<file path="src/rtl/sync_fifo_param.sv">
// Single-clock FIFO with occupancy flags, sticky error flags, and a choice of
// registered-read or first-word-fall-through output.
module sync_fifo_param #(
  parameter int WIDTH     = 8,
  parameter int DEPTH     = 32,
  parameter int ADDR      = 5,
  parameter int AF_THRESH = 28,
  parameter int AE_THRESH = 4,
  parameter int FWFT      = 0
) (
  input  logic             clk,
  input  logic             reset_b,
  input  logic             write,
  input  logic [WIDTH-1:0] wdata,
  input  logic             read,
  input  logic             clr_err,
  output logic [WIDTH-1:0] rdata,
  output logic             full,
  output logic             empty,
  output logic             almost_full,
  output logic             almost_empty,
  output logic [ADDR:0]    count,
  output logic             overflow,
  output logic             underflow
);

  localparam logic [ADDR:0] ONE      = (ADDR+1)'(1);
  localparam logic [ADDR:0] FULL_CNT = (ADDR+1)'(DEPTH);
  localparam logic [ADDR:0] AF_CNT   = (ADDR+1)'(AF_THRESH);
  localparam logic [ADDR:0] AE_CNT   = (ADDR+1)'(AE_THRESH);

  logic [WIDTH-1:0] mem_q [DEPTH];
  logic [ADDR:0]    wptr_q, wptr_d;
  logic [ADDR:0]    rptr_q, rptr_d;
  logic [ADDR:0]    count_q, count_d;
  logic [WIDTH-1:0] rdata_q, rdata_d;
  logic             ovf_q, ovf_d;
  logic             unf_q, unf_d;
  logic             wr_acc, rd_acc;
  logic [WIDTH-1:0] head;

  assign full         = (count_q == FULL_CNT);
  assign empty        = (count_q == '0);
  assign almost_full  = (count_q >= AF_CNT);
  assign almost_empty = (count_q <= AE_CNT);
  assign count        = count_q;
  assign overflow     = ovf_q;
  assign underflow    = unf_q;

  assign wr_acc = write & ~full;
  assign rd_acc = read & ~empty;
  assign head   = mem_q[rptr_q[ADDR-1:0]];

  always_comb begin
    wptr_d  = wptr_q;
    rptr_d  = rptr_q;
    count_d = count_q;
    rdata_d = rdata_q;
    if (wr_acc) wptr_d = wptr_q + ONE;
    if (rd_acc) begin
      rptr_d  = rptr_q + ONE;
      rdata_d = head;
    end
    case ({wr_acc, rd_acc})
      2'b10:   count_d = count_q + ONE;
      2'b01:   count_d = count_q - ONE;
      default: count_d = count_q;
    endcase
    // A new error event wins over a simultaneous clear.
    ovf_d = (write & full)  ? 1'b1 : (clr_err ? 1'b0 : ovf_q);
    unf_d = (read  & empty) ? 1'b1 : (clr_err ? 1'b0 : unf_q);
  end

  always_ff @(posedge clk or negedge reset_b) begin
    if (!reset_b) begin
      wptr_q  <= '0;
      rptr_q  <= '0;
      count_q <= '0;
      rdata_q <= '0;
      ovf_q   <= 1'b0;
      unf_q   <= 1'b0;
    end else begin
      wptr_q  <= wptr_d;
      rptr_q  <= rptr_d;
      count_q <= count_d;
      rdata_q <= rdata_d;
      ovf_q   <= ovf_d;
      unf_q   <= unf_d;
    end
  end

  // Storage is deliberately left out of reset.
  always_ff @(posedge clk) begin
    if (wr_acc) mem_q[wptr_q[ADDR-1:0]] <= wdata;
  end

  // rdata_q holds the last popped word; in FWFT mode it is only visible when empty.
  generate
    if (FWFT != 0) begin : g_fwft
      assign rdata = empty ? rdata_q : head;
    end else begin : g_reg
      assign rdata = rdata_q;
    end
  endgenerate

endmodule

</file>
<file path="config.mk">
export PLATFORM = sky130hd
export DESIGN_NAME = sync_fifo_param
export DESIGN_NICKNAME = d
export VERILOG_FILES = /design/src/rtl/sync_fifo_param.sv
export SDC_FILE = /design/constraint.sdc
export NUM_CORES = 1
export LEC_CHECK = 0
export BUFFER_PORTS_ARGS = -buffer_cell sky130_fd_sc_hd__clkbuf_2
export CORE_MARGIN = 1.5
export CORE_UTILIZATION = 44
export CTS_BUF_LIST = sky130_fd_sc_hd__clkbuf_16
export CTS_CLUSTER_SIZE = 40
export DETAILED_ROUTE_END_ITERATION = 16
export PLACE_DENSITY = 0.69
export SLEW_MARGIN = 20
export SYNTH_ARGS = -nofsm -noshare
export SYNTH_HDL_FRONTEND = slang
export SYNTH_SLANG_ARGS = --single-unit
</file>
<file path="constraint.sdc">
create_clock -name clk -period 4.6 [get_ports clk]
set_clock_uncertainty 0.15 [all_clocks]
set_input_delay 0.23 -clock clk [delete_from_list [all_inputs] [get_ports clk]]
set_output_delay 0.23 -clock clk [all_outputs]
set_load 0.05 [all_outputs]
</file>
==> flow_summary.html, run 1 <==
<table>
<tr><th>Metric</th><th>Value</th></tr>
<tr><th colspan="2">Outcome</th></tr>
<tr><td>Run status</td><td>finished, final reports clean</td></tr>
<tr><th colspan="2">Critical path</th></tr>
<tr><td>Cell-by-cell trace of the critical path</td><td>or4_4 &gt; nor3b_4 &gt; nor2b_1 &gt; inv_1 &gt; ha_1 &gt; nor2b_1 &gt; mux2i_1 &gt; or4_1 &gt; a221oi_1 &gt; xor2_1</td></tr>
<tr><td>Critical Path Slowest Stage Cell</td><td>nor2b_1</td></tr>
<tr><td>Required @ worst endpoint</td><td>approximately 4.9 ns</td></tr>
<tr><td>Critical setup path kind</td><td>flip-flop to flip-flop</td></tr>
<tr><td>Nature of the critical path startpoint</td><td>flip-flop</td></tr>
<tr><td>Delay of the slowest cell on the worst path</td><td>~0.80 ns</td></tr>
<tr><td>Highest fanout seen on the critical path</td><td>12</td></tr>
<tr><td>Arrival time at the worst endpoint</td><td>4.05 ns</td></tr>
<tr><td>Most repeated library cell on the critical path</td><td>nor2b_1</td></tr>
<tr><td>CP endpoint kind</td><td>flip-flop</td></tr>
<tr><td>Cell class contributing the biggest share of worst-path delay</td><td>simple AND/OR/NAND/NOR gates</td></tr>
<tr><td>Number of buffer and inverter instances along the worst setup path</td><td>1</td></tr>
<tr><th colspan="2">Power</th></tr>
<tr><td>Switching Fraction</td><td>31.78%</td></tr>
<tr><td>IR drop worst, VDD</td><td>432.0 µV</td></tr>
<tr><td>Pwr Density</td><td>between 600 and 700 nW/µm²</td></tr>
<tr><td>Internal cell power</td><td>5560 µW</td></tr>
<tr><td>Clock network fraction of design power</td><td>about 31%</td></tr>
<tr><td>Comb power frac</td><td>between 20% and 30%</td></tr>
<tr><td>Leakage power</td><td>approximately 0.0043 µW</td></tr>
<tr><td>Sequential power share</td><td>between 40% and 50%</td></tr>
<tr><td>Reported net switching power</td><td>roughly 2600 µW</td></tr>
<tr><td>Post-layout power</td><td>8150 µW</td></tr>
<tr><th colspan="2">Timing</th></tr>
<tr><td>Worst hold margin</td><td>roughly 0.11 ns</td></tr>
<tr><td>Final count of negative-setup-slack endpoints</td><td>0</td></tr>
<tr><td>Total count of max-transition violations in the final report</td><td>0</td></tr>
<tr><td>RSZ-0062 raised after global routing</td><td>no</td></tr>
<tr><td>Measured slew at the worst slew-check pin</td><td>around 1.0 ns</td></tr>
<tr><td>Final-report hold violation count</td><td>0</td></tr>
<tr><td>Worst-case headroom to the max-slew limit</td><td>between 30% and 40%</td></tr>
<tr><td>Final worst path period share</td><td>between 80% and 90%</td></tr>
<tr><td>Final worst path period need</td><td>~3.8 ns</td></tr>
<tr><td>Fin Setup TNS</td><td>0 ns</td></tr>
<tr><td>Achievable Freq</td><td>approximately 270 MHz</td></tr>
<tr><th colspan="2">Floorplanning</th></tr>
<tr><td>Die outline height</td><td>approximately 160 µm</td></tr>
<tr><td>Width of the die</td><td>~160 µm</td></tr>
<tr><td># IOs</td><td>33</td></tr>
<tr><td>Site row count</td><td>between 50 and 60</td></tr>
<tr><td>Total die area</td><td>26,750 µm²</td></tr>
<tr><td>Effective utilization at floorplan</td><td>between 40% and 50%</td></tr>
<tr><td>Standard cell core area</td><td>roughly 25,000 µm²</td></tr>
<tr><th colspan="2">Place</th></tr>
<tr><td>Port-buffer cells</td><td>32</td></tr>
<tr><td>Final Wtd Congestion</td><td>0.8258</td></tr>
<tr><td>DP HPWL</td><td>around 14 mm</td></tr>
<tr><td>Number of placed cells counting well taps</td><td>941</td></tr>
<tr><td>Dpl cell area</td><td>roughly 12,000 µm²</td></tr>
<tr><th colspan="2">Clock tree</th></tr>
<tr><td>Buffer levels on the longest clock path</td><td>3</td></tr>
<tr><td>Clock transition at the registers of the reported paths</td><td>~0.06 ns</td></tr>
<tr><td>Number of buffers added by the clock tree synthesis step</td><td>28</td></tr>
<tr><td>TritonCTS sink count</td><td>282</td></tr>
<tr><td>H-tree lvl count</td><td>1</td></tr>
<tr><td>Root buffer selected by CTS</td><td>clkbuf_16</td></tr>
<tr><td>CTS tree</td><td>built</td></tr>
<tr><td>Buffers inserted by post-CTS timing repair</td><td>0</td></tr>
<tr><td>Clock latency reported for the late side of the worst-skew pair</td><td>approximately 0.53 ns</td></tr>
<tr><td>Number of instances resized during post-cts repair</td><td>0</td></tr>
<tr><th colspan="2">Logic synthesis</th></tr>
<tr><td>Seq cells post-synth</td><td>about 280</td></tr>
<tr><td>Synthesized area per cell</td><td>about 19 µm²</td></tr>
<tr><td>Sequential area share after synthesis</td><td>about three quarters</td></tr>
<tr><td>Yosys warnings</td><td>0</td></tr>
<tr><td>Synth cell types</td><td>50</td></tr>
<tr><td>Summed instance area of the synthesized netlist</td><td>approximately 11,000 µm²</td></tr>
<tr><td>Net count after synthesis</td><td>roughly 630</td></tr>
<tr><td>Synthesized netlist cell count</td><td>607</td></tr>
<tr><td>Fraction of registers with async set or reset after synthesis</td><td>9.220%</td></tr>
<tr><td>Number of flops mapped to enable cells by yosys</td><td>roughly 260</td></tr>
<tr><td>Most used flip-flop cell after synthesis</td><td>edfxtp_1</td></tr>
<tr><th colspan="2">Hold path</th></tr>
<tr><td>Worst hold-check path type</td><td>input pin to async pin</td></tr>
<tr><th colspan="2">Layout</th></tr>
<tr><td>Final std cells w/o fill</td><td>around 1,000</td></tr>
<tr><td>Proportion of layout cells with a drive suffix above 1</td><td>between 20% and 30%</td></tr>
<tr><td>Total non-filler cell area in the finished layout</td><td>12,850 µm²</td></tr>
<tr><td>Number of inserted diodes</td><td>0</td></tr>
<tr><td>Area grow syn2layout</td><td>13.27%</td></tr>
<tr><td>Most used cells in the layout excluding fill and tap cells</td><td>edfxtp_1, mux2i_1, mux4_2</td></tr>
<tr><td>Fin nets</td><td>667</td></tr>
<tr><td>Most frequent standard cell in the layout excluding fill and tap cells</td><td>edfxtp_1</td></tr>
<tr><th colspan="2">Detailed routing</th></tr>
<tr><td>Count of vias placed by the detailed router</td><td>5,657</td></tr>
<tr><td>Average vias per placed instance</td><td>5.668</td></tr>
<tr><td>Number of DRC violations after detailed-routing iteration 0</td><td>640</td></tr>
<tr><td>Average wire per standard cell</td><td>22.93 µm</td></tr>
<tr><td>Detail Route Antenna Nets</td><td>0</td></tr>
<tr><td>Pre-Repair DR Iteration Count</td><td>5</td></tr>
<tr><td>DRC viols</td><td>0</td></tr>
<tr><td>Wire length after detailed routing</td><td>roughly 23 mm</td></tr>
<tr><th colspan="2">Global route</th></tr>
<tr><td>Via count of the first global-routing pass</td><td>about 5,800</td></tr>
<tr><td>Number of antenna violations at the first check in global routing</td><td>0</td></tr>
<tr><td>Maximum number of pins on one net before global-route repair</td><td>46</td></tr>
<tr><td>Overall routing resource usage</td><td>approximately 17%</td></tr>
<tr><td>Wire length of the first global-routing pass</td><td>around 35 mm</td></tr>
<tr><td>Total gr overflow</td><td>0</td></tr>
<tr><th colspan="2">Run</th></tr>
<tr><td>Number of max-capacitance violations reported</td><td>0</td></tr>
</table>
logic make-up (layout without fill, tap and decap cells):
family,after synthesis,count (layout),share of synthesized area [%]
xor gates and xnor gates,16,16,1.235
DFF,282,282,73.51
muxes,104,104,14.48
AOI/OAI and AO/OA,50,50,3.144
and+or+nand+nor,107,107,4.843
buffers and inverters,40,101,1.897
adders and majority gates,8,8,0.8826
stage by stage:
stage / utilization (%) / setup slack [ns]
3_5_place_dp: 46.59 / 0.9669
6_report: 50.87 / 0.8483
2_1_floorplan: - / 0.7378
4_1_cts: 50.87 / 0.9467
3_3_place_gp: 46.59 / 1.237
5_1_grt: 50.87 / 0.6132
power groups by stage:
| stage | Sequential (µW) | Combinational [µW] | Clock [µW] |
|---|---|---|---|
| floorplan | 3420 | 1680 | 0 |
| global placement | 3520 | 2100 | 0 |
| detailed placement | 3550 | 2150 | 0 |
| CTS | 3500 | 2160 | 2530 |
| global route | 3540 | 2300 | 2640 |
| finish | 3490 | 2150 | 2510 |
per-layer routing:
layer,wire length [µm],track usage [%]
met1,9788,24.01
met2,11510,29.30
met3,1264,2.793
met4,315,3.926
met5,0,0
area by class of cell:
cell class	instances	area (µm²)
Inverter	8	30.03
Clock inverter	23	305.3
Multi-Input combinational cell	285	2789
Sequential cell	282	8344
Timing Repair Buffer	41	240.2
Fill cell	1982	12410
Clock buffer	29	725.7
Tap cell	330	412.9
path summary, 6_finish.rpt:
| check | cells past startpoint | end | slack [ns] | startpoint |
|---|---|---|---|---|
| max | 10 | count[5] | 0.85 | count[2] |
| min reg2reg | 2 | rdata[3] | 0.35 | rdata[3] |
| min | 2 | count[5] | 0.11 | reset_b |
| max in group asynchronous | 2 | rptr_q[1] | 3.69 | reset_b |
| min in group clk | 1 | mem_q[9][5] | 0.25 | wdata[5] |
| max reg2reg | 10 | count[5] | 0.85 | count[2] |
worst register-to-register path, cell delays in order, from the launching register on:
cell and delay (ns):
dfrtp_1 0.59, or4_4 0.25, nor3b_4 0.05, nor2b_1 0.80
inv_1 0.17, ha_1 0.35, nor2b_1 0.27, mux2i_1 0.15
or4_1 0.42, a221oi_1 0.30, xor2_1 0.18
repair_timing:
action                     4_1_cts  5_1_grt
hold endpoints to repair        32        0
setup endpoints to repair        0        0
hold buffers                     5        0
registers in the layout, summed over array words and instances (netlist names):
register and cells:
rptr_q 5, wptr_q 5, mem_q 256, underflow 1
rdata 8, overflow 1, count 6
Yosys cell counts (all sizes together) (6+ instances only):
master,number,share of area [%]
xor2,6,0.46
buf,20,1.2
a22o,6,0.46
dfrtp,26,5.7
mux2i,55,4.9
xnor2,10,0.77
o22ai,13,0.72
inv,8,0.26
ha,8,0.88
nor2,45,1.5
nor4,8,0.44
edfxtp,256,68
o31ai,8,0.53
mux4,48,9.5
nand2,20,0.79
clkbuf,12,0.40
o21ai,7,0.41
Power figures use the tool's default switching activity.
==> run 2, diff against run 1 <==
--- a/config.mk
+++ b/config.mk
@@ -5,6 +5,7 @@
 export SDC_FILE = /design/constraint.sdc
 export NUM_CORES = 1
 export LEC_CHECK = 0
+export ABC_AREA = 1
 export BUFFER_PORTS_ARGS = -buffer_cell sky130_fd_sc_hd__clkbuf_2
 export CORE_MARGIN = 1.5
 export CORE_UTILIZATION = 44
==> constraint.sdc (replaced) <==
create_clock -name clk -period 3.6 [get_ports clk]
set_clock_uncertainty 0.15 [all_clocks]
set_input_delay 0.18 -clock clk [delete_from_list [all_inputs] [get_ports clk]]
set_output_delay 0.18 -clock clk [all_outputs]
set_load 0.05 [all_outputs]
==> run 2 against run 1 <==
Power is 30% higher. Design area rose by 5.0%. Die area increased by 7.2%. Global-route usage rose by 2.7 points. Count of clock-buffer cells in the layout unchanged. Fmax is 33% higher. Area after synthesis grew 7.3%. Clock power increased by 8%. Sequential share of layout area is 3.1 points lower. Non-clock buffer count is 4 higher. First-iteration DRC count increased by 37%. Critical path type unchanged. Largest cell class unchanged. Largest power group unchanged.
==> flow_summary.html, run 2 <==
<table>
<tr><th>Metric</th><th>Value</th></tr>
<tr><th colspan="2">Clock tree</th></tr>
<tr><td>Buffer levels on the longest clock path</td><td>3</td></tr>
<tr><td>Number of buffers added by the clock tree synthesis step</td><td>29</td></tr>
<tr><td>Clock transition at the registers of the reported paths</td><td>about 0.060 ns</td></tr>
<tr><td>Clock latency reported for the late side of the worst-skew pair</td><td>~0.53 ns</td></tr>
<tr><td>Root buffer selected by CTS</td><td>clkbuf_16</td></tr>
<tr><td>H-tree lvl count</td><td>1</td></tr>
<tr><td>CTS tree</td><td>built</td></tr>
<tr><td>Buffers inserted by post-CTS timing repair</td><td>0</td></tr>
<tr><td>TritonCTS sink count</td><td>282</td></tr>
<tr><th colspan="2">Floorplanning</th></tr>
<tr><td># IOs</td><td>33</td></tr>
<tr><td>Width of the die</td><td>169.3 µm</td></tr>
<tr><td>Effective utilization at floorplan</td><td>45.05%</td></tr>
<tr><td>Die outline height</td><td>between 150 and 200 µm</td></tr>
<tr><td>Site row count</td><td>60</td></tr>
<tr><td>Total die area</td><td>28,680 µm²</td></tr>
<tr><td>Standard cell core area</td><td>around 27,000 µm²</td></tr>
<tr><th colspan="2">Layout</th></tr>
<tr><td>Register cell area after layout</td><td>between 8000 and 9000 µm²</td></tr>
<tr><td>Proportion of layout cells with a drive suffix above 1</td><td>6.885%</td></tr>
<tr><td>Most frequent standard cell in the layout excluding fill and tap cells</td><td>nand2_1</td></tr>
<tr><td>Max reg flops</td><td>256</td></tr>
<tr><td>Number of inserted diodes</td><td>0</td></tr>
<tr><td>Footprint of the multi-input gates</td><td>about 3000 µm²</td></tr>
<tr><td>Area grow syn2layout</td><td>10.83%</td></tr>
<tr><td>Fin nets</td><td>around 1,200</td></tr>
<tr><td>Most used cells in the layout excluding fill and tap cells</td><td>nand2_1, edfxtp_1, nand3_1</td></tr>
<tr><td>Fillers</td><td>between 2,000 and 2,500</td></tr>
<tr><th colspan="2">Power</th></tr>
<tr><td>Leakage power</td><td>between 0.005 and 0.006 µW</td></tr>
<tr><td>Comb power frac</td><td>a little over a third</td></tr>
<tr><td>Sequential power share</td><td>between 30 and 40%</td></tr>
<tr><td>Reported net switching power</td><td>4190 µW</td></tr>
<tr><td>Pwr Density</td><td>~800 nW/µm²</td></tr>
<tr><td>Clock network fraction of design power</td><td>about a quarter</td></tr>
<tr><td>Switching Fraction</td><td>between 30% and 40%</td></tr>
<tr><td>Internal cell power</td><td>approximately 6400 µW</td></tr>
<tr><td>IR drop worst, VDD</td><td>about 530 µV</td></tr>
<tr><th colspan="2">Timing</th></tr>
<tr><td>Final count of negative-setup-slack endpoints</td><td>0</td></tr>
<tr><td>Worst-case headroom to the max-slew limit</td><td>36.78%</td></tr>
<tr><td>Fin Setup TNS</td><td>0 ns</td></tr>
<tr><td>Measured slew at the worst slew-check pin</td><td>~0.95 ns</td></tr>
<tr><td>Worst Setup Slack, final</td><td>0.7841 ns</td></tr>
<tr><td>Total count of max-transition violations in the final report</td><td>0</td></tr>
<tr><td>RSZ-0062 raised after global routing</td><td>no</td></tr>
<tr><td>Final-report hold violation count</td><td>0</td></tr>
<tr><td>Final worst path period need</td><td>roughly 2.8 ns</td></tr>
<tr><td>Achievable Freq</td><td>~360 MHz</td></tr>
<tr><td>Final worst path period share</td><td>between 70 and 80%</td></tr>
<tr><th colspan="2">Critical path</th></tr>
<tr><td>Most repeated library cell on the critical path</td><td>nand2_1</td></tr>
<tr><td>Number of buffer and inverter instances along the worst setup path</td><td>2</td></tr>
<tr><td>Highest fanout seen on the critical path</td><td>13</td></tr>
<tr><td>RR Endpoint</td><td>count[4]</td></tr>
<tr><td>Delay of the slowest cell on the worst path</td><td>about 0.42 ns</td></tr>
<tr><td>Nature of the critical path startpoint</td><td>flip-flop</td></tr>
<tr><td>CP endpoint kind</td><td>flip-flop</td></tr>
<tr><td>Required @ worst endpoint</td><td>between 3 and 4 ns</td></tr>
<tr><td>Setup slack, reg-to-reg</td><td>a little under 0.8 ns</td></tr>
<tr><td>Worst-case reg-to-reg path depth</td><td>15</td></tr>
<tr><td>Reg2Reg Launch Point</td><td>count[3]</td></tr>
<tr><td>Cell class contributing the biggest share of worst-path delay</td><td>simple AND/OR/NAND/NOR gates</td></tr>
<tr><td>Arrival time at the worst endpoint</td><td>approximately 3.1 ns</td></tr>
<tr><td>Critical Path Slowest Stage Cell</td><td>dfrtp_1</td></tr>
<tr><td>Cell-by-cell trace of the critical path</td><td>nor2_1 &gt; nand4_1 &gt; nand2_1 &gt; inv_1 &gt; ha_1 &gt; nand2_1 &gt; inv_1 &gt; nor2_1 &gt; ha_1 &gt; o21bai_1 &gt; nand3_1 &gt; nand2_1 &gt; nand2_1 &gt; nand3_1 &gt; o21ai_0</td></tr>
<tr><td>Critical setup path kind</td><td>flip-flop to flip-flop</td></tr>
<tr><th colspan="2">Global route</th></tr>
<tr><td>Overall routing resource usage</td><td>a little over 20%</td></tr>
<tr><td>Number of antenna violations at the first check in global routing</td><td>0</td></tr>
<tr><td>Via count of the first global-routing pass</td><td>just under 8,000</td></tr>
<tr><td>Wire length of the first global-routing pass</td><td>approximately 44 mm</td></tr>
<tr><td>Total gr overflow</td><td>0</td></tr>
<tr><td>Maximum number of pins on one net before global-route repair</td><td>around 120</td></tr>
<tr><th colspan="2">Logic synthesis</th></tr>
<tr><td>Synth cell types</td><td>22</td></tr>
<tr><td>Number of flops mapped to enable cells by yosys</td><td>roughly 260</td></tr>
<tr><td>Most used flip-flop cell after synthesis</td><td>edfxtp_1</td></tr>
<tr><td>Synthesized netlist cell count</td><td>between 1,000 and 1,500</td></tr>
<tr><td>Yosys warnings</td><td>0</td></tr>
<tr><td>Summed instance area of the synthesized netlist</td><td>12,180 µm²</td></tr>
<tr><td>Fraction of registers with async set or reset after synthesis</td><td>under 10%</td></tr>
<tr><td>Area share of the largest cell type after synthesis</td><td>63.14%</td></tr>
<tr><td>Leading post-synthesis cells by instance count</td><td>nand2_1, edfxtp_1, nand3_1, inv_1, nor2_1</td></tr>
<tr><td>Cell with the most instances after synthesis</td><td>nand2_1</td></tr>
<tr><td>Seq cells post-synth</td><td>282</td></tr>
<tr><td>Sequential area share after synthesis</td><td>between 60% and 70%</td></tr>
<tr><td>Net count after synthesis</td><td>1,197</td></tr>
<tr><td>Largest cells by area after synthesis</td><td>edfxtp_1, nand2_1, nand3_1</td></tr>
<tr><td>Library cell occupying the most area in the post-synthesis netlist</td><td>edfxtp_1</td></tr>
<tr><td>Synthesized area per cell</td><td>just over 10 µm²</td></tr>
<tr><th colspan="2">Detailed routing</th></tr>
<tr><td>Count of vias placed by the detailed router</td><td>8,210</td></tr>
<tr><td>Wire length after detailed routing</td><td>roughly 28 mm</td></tr>
<tr><td>Average vias per placed instance</td><td>about 5.3</td></tr>
<tr><td>Detail Route Antenna Nets</td><td>0</td></tr>
<tr><td>Number of DRC violations after detailed-routing iteration 0</td><td>878</td></tr>
<tr><td>Average wire per standard cell</td><td>around 18 µm</td></tr>
<tr><td>Pre-Repair DR Iteration Count</td><td>5</td></tr>
<tr><td>DRC viols</td><td>0</td></tr>
<tr><th colspan="2">Place</th></tr>
<tr><td>DP HPWL</td><td>16.71 mm</td></tr>
<tr><td>Dpl ws</td><td>just over 0.8 ns</td></tr>
<tr><td>Port-buffer cells</td><td>32</td></tr>
<tr><td>Final Wtd Congestion</td><td>0.8510</td></tr>
<tr><th colspan="2">Hold path</th></tr>
<tr><td>Worst hold-check path type</td><td>input pin to async pin</td></tr>
<tr><th colspan="2">Run</th></tr>
<tr><td>Number of max-capacitance violations reported</td><td>0</td></tr>
<tr><th colspan="2">Outcome</th></tr>
<tr><td>Run status</td><td>finished, final reports clean</td></tr>
</table>
[run 2: changes by cell type after synthesis, moves of 28 or more]
| cell | previous run | this run |
|---|---|---|
| buf_2 | 7 | 35 |
| inv_1 | 7 | 132 |
| mux2i_1 | 55 | 0 |
| mux4_2 | 48 | 0 |
| nand2_1 | 16 | 382 |
| nand3_1 | 3 | 166 |
| nor2_1 | 45 | 91 |
[run 2: final cells by class]
type                    count  area share (%)
clock buffers              29           5.378
clock inverters            24          0.9828
inverters                 137           3.820
multi-input cells         703           22.55
flip-flops and latches    282           61.83
well taps                 341           3.162
repair buffers             45           2.281
[run 2: how the worst max path moves through the flow]
stage                        start  endpoint  slack (ns)  depth (start not counted)
after floorplan           count[3]  count[4]        0.90                         17
after global placement    count[3]  count[4]        0.88                         15
after detailed placement  count[3]  count[4]        0.82                         15
after CTS                 count[3]  count[4]        0.81                         15
after global routing      count[3]  count[4]        0.54                         15
final                     count[3]  count[4]        0.78                         15
[run 2: layer usage]
layer / up-vias / routed length, µm / part of all wire (%) / GRT usage (%)
met5: - / 0 / 0 / 0
met4: 0 / 585 / 2.1 / 4.656
met3: 44 / 2113 / 7.5 / 2.845
met2: 333 / 13350 / 47 / 32.30
met1: 3932 / 12240 / 43 / 29.33
li1: 3901 / - / - / -
[run 2: kinds of logic (layout without fill, tap and decap cells)]
logic type,Yosys count,after routing,synth area share (%)
AOI/OAI and AO/OA,41,41,1.788
xor gates and xnor gates,10,10,0.7194
adders and majority gates,8,8,0.8221
buffers and inverters,191,235,6.526
DFF,282,282,68.48
and+or+nand+nor,644,644,21.66
[run 2: power by group through the flow]
| stage | sequential, µW | combinational [µW] | clock (µW) |
|---|---|---|---|
| 6_report | 4150 | 3770 | 2700 |
| 5_1_grt | 4180 | 4170 | 2860 |
| 4_1_cts | 4150 | 3770 | 2730 |
| 3_3_place_gp | 4200 | 3710 | 0 |
| 2_1_floorplan | 4380 | 2490 | 0 |
| 3_5_place_dp | 4210 | 3740 | 0 |
[run 2: worst reg2reg max path, delay by kind of cell, from the launching register on]
family,cells,cell delay (ns)
simple gates,9,1.09
fa+ha+maj,2,0.54
flops,1,0.42
buf+inv,2,0.28
compound gates,2,0.21
[run 2: through the flow]
step | total power [µW] | hold WS [ns] | area, µm² | cells | utilization (%)
global placement | 7904 | 0.1643 | 12590 | 1503 | 46.57
CTS | 10650 | 0.1441 | 13490 | 1561 | 49.93
detailed placement | 7952 | 0.1661 | 12590 | 1503 | 46.57
floorplan | 6864 | -0.2656 | 12180 | 1176 | -
global route | 11220 | 0.1805 | 13490 | 1561 | 49.93
finish | 10630 | 0.1288 | 13490 | 1561 | 49.93
[run 2: what timing repair did]
action	4_1_cts	5_1_grt
resized for setup	0	0
hold buffers	5	0
endpoints found under the hold margin	37	0
endpoints found under the setup margin	0	0
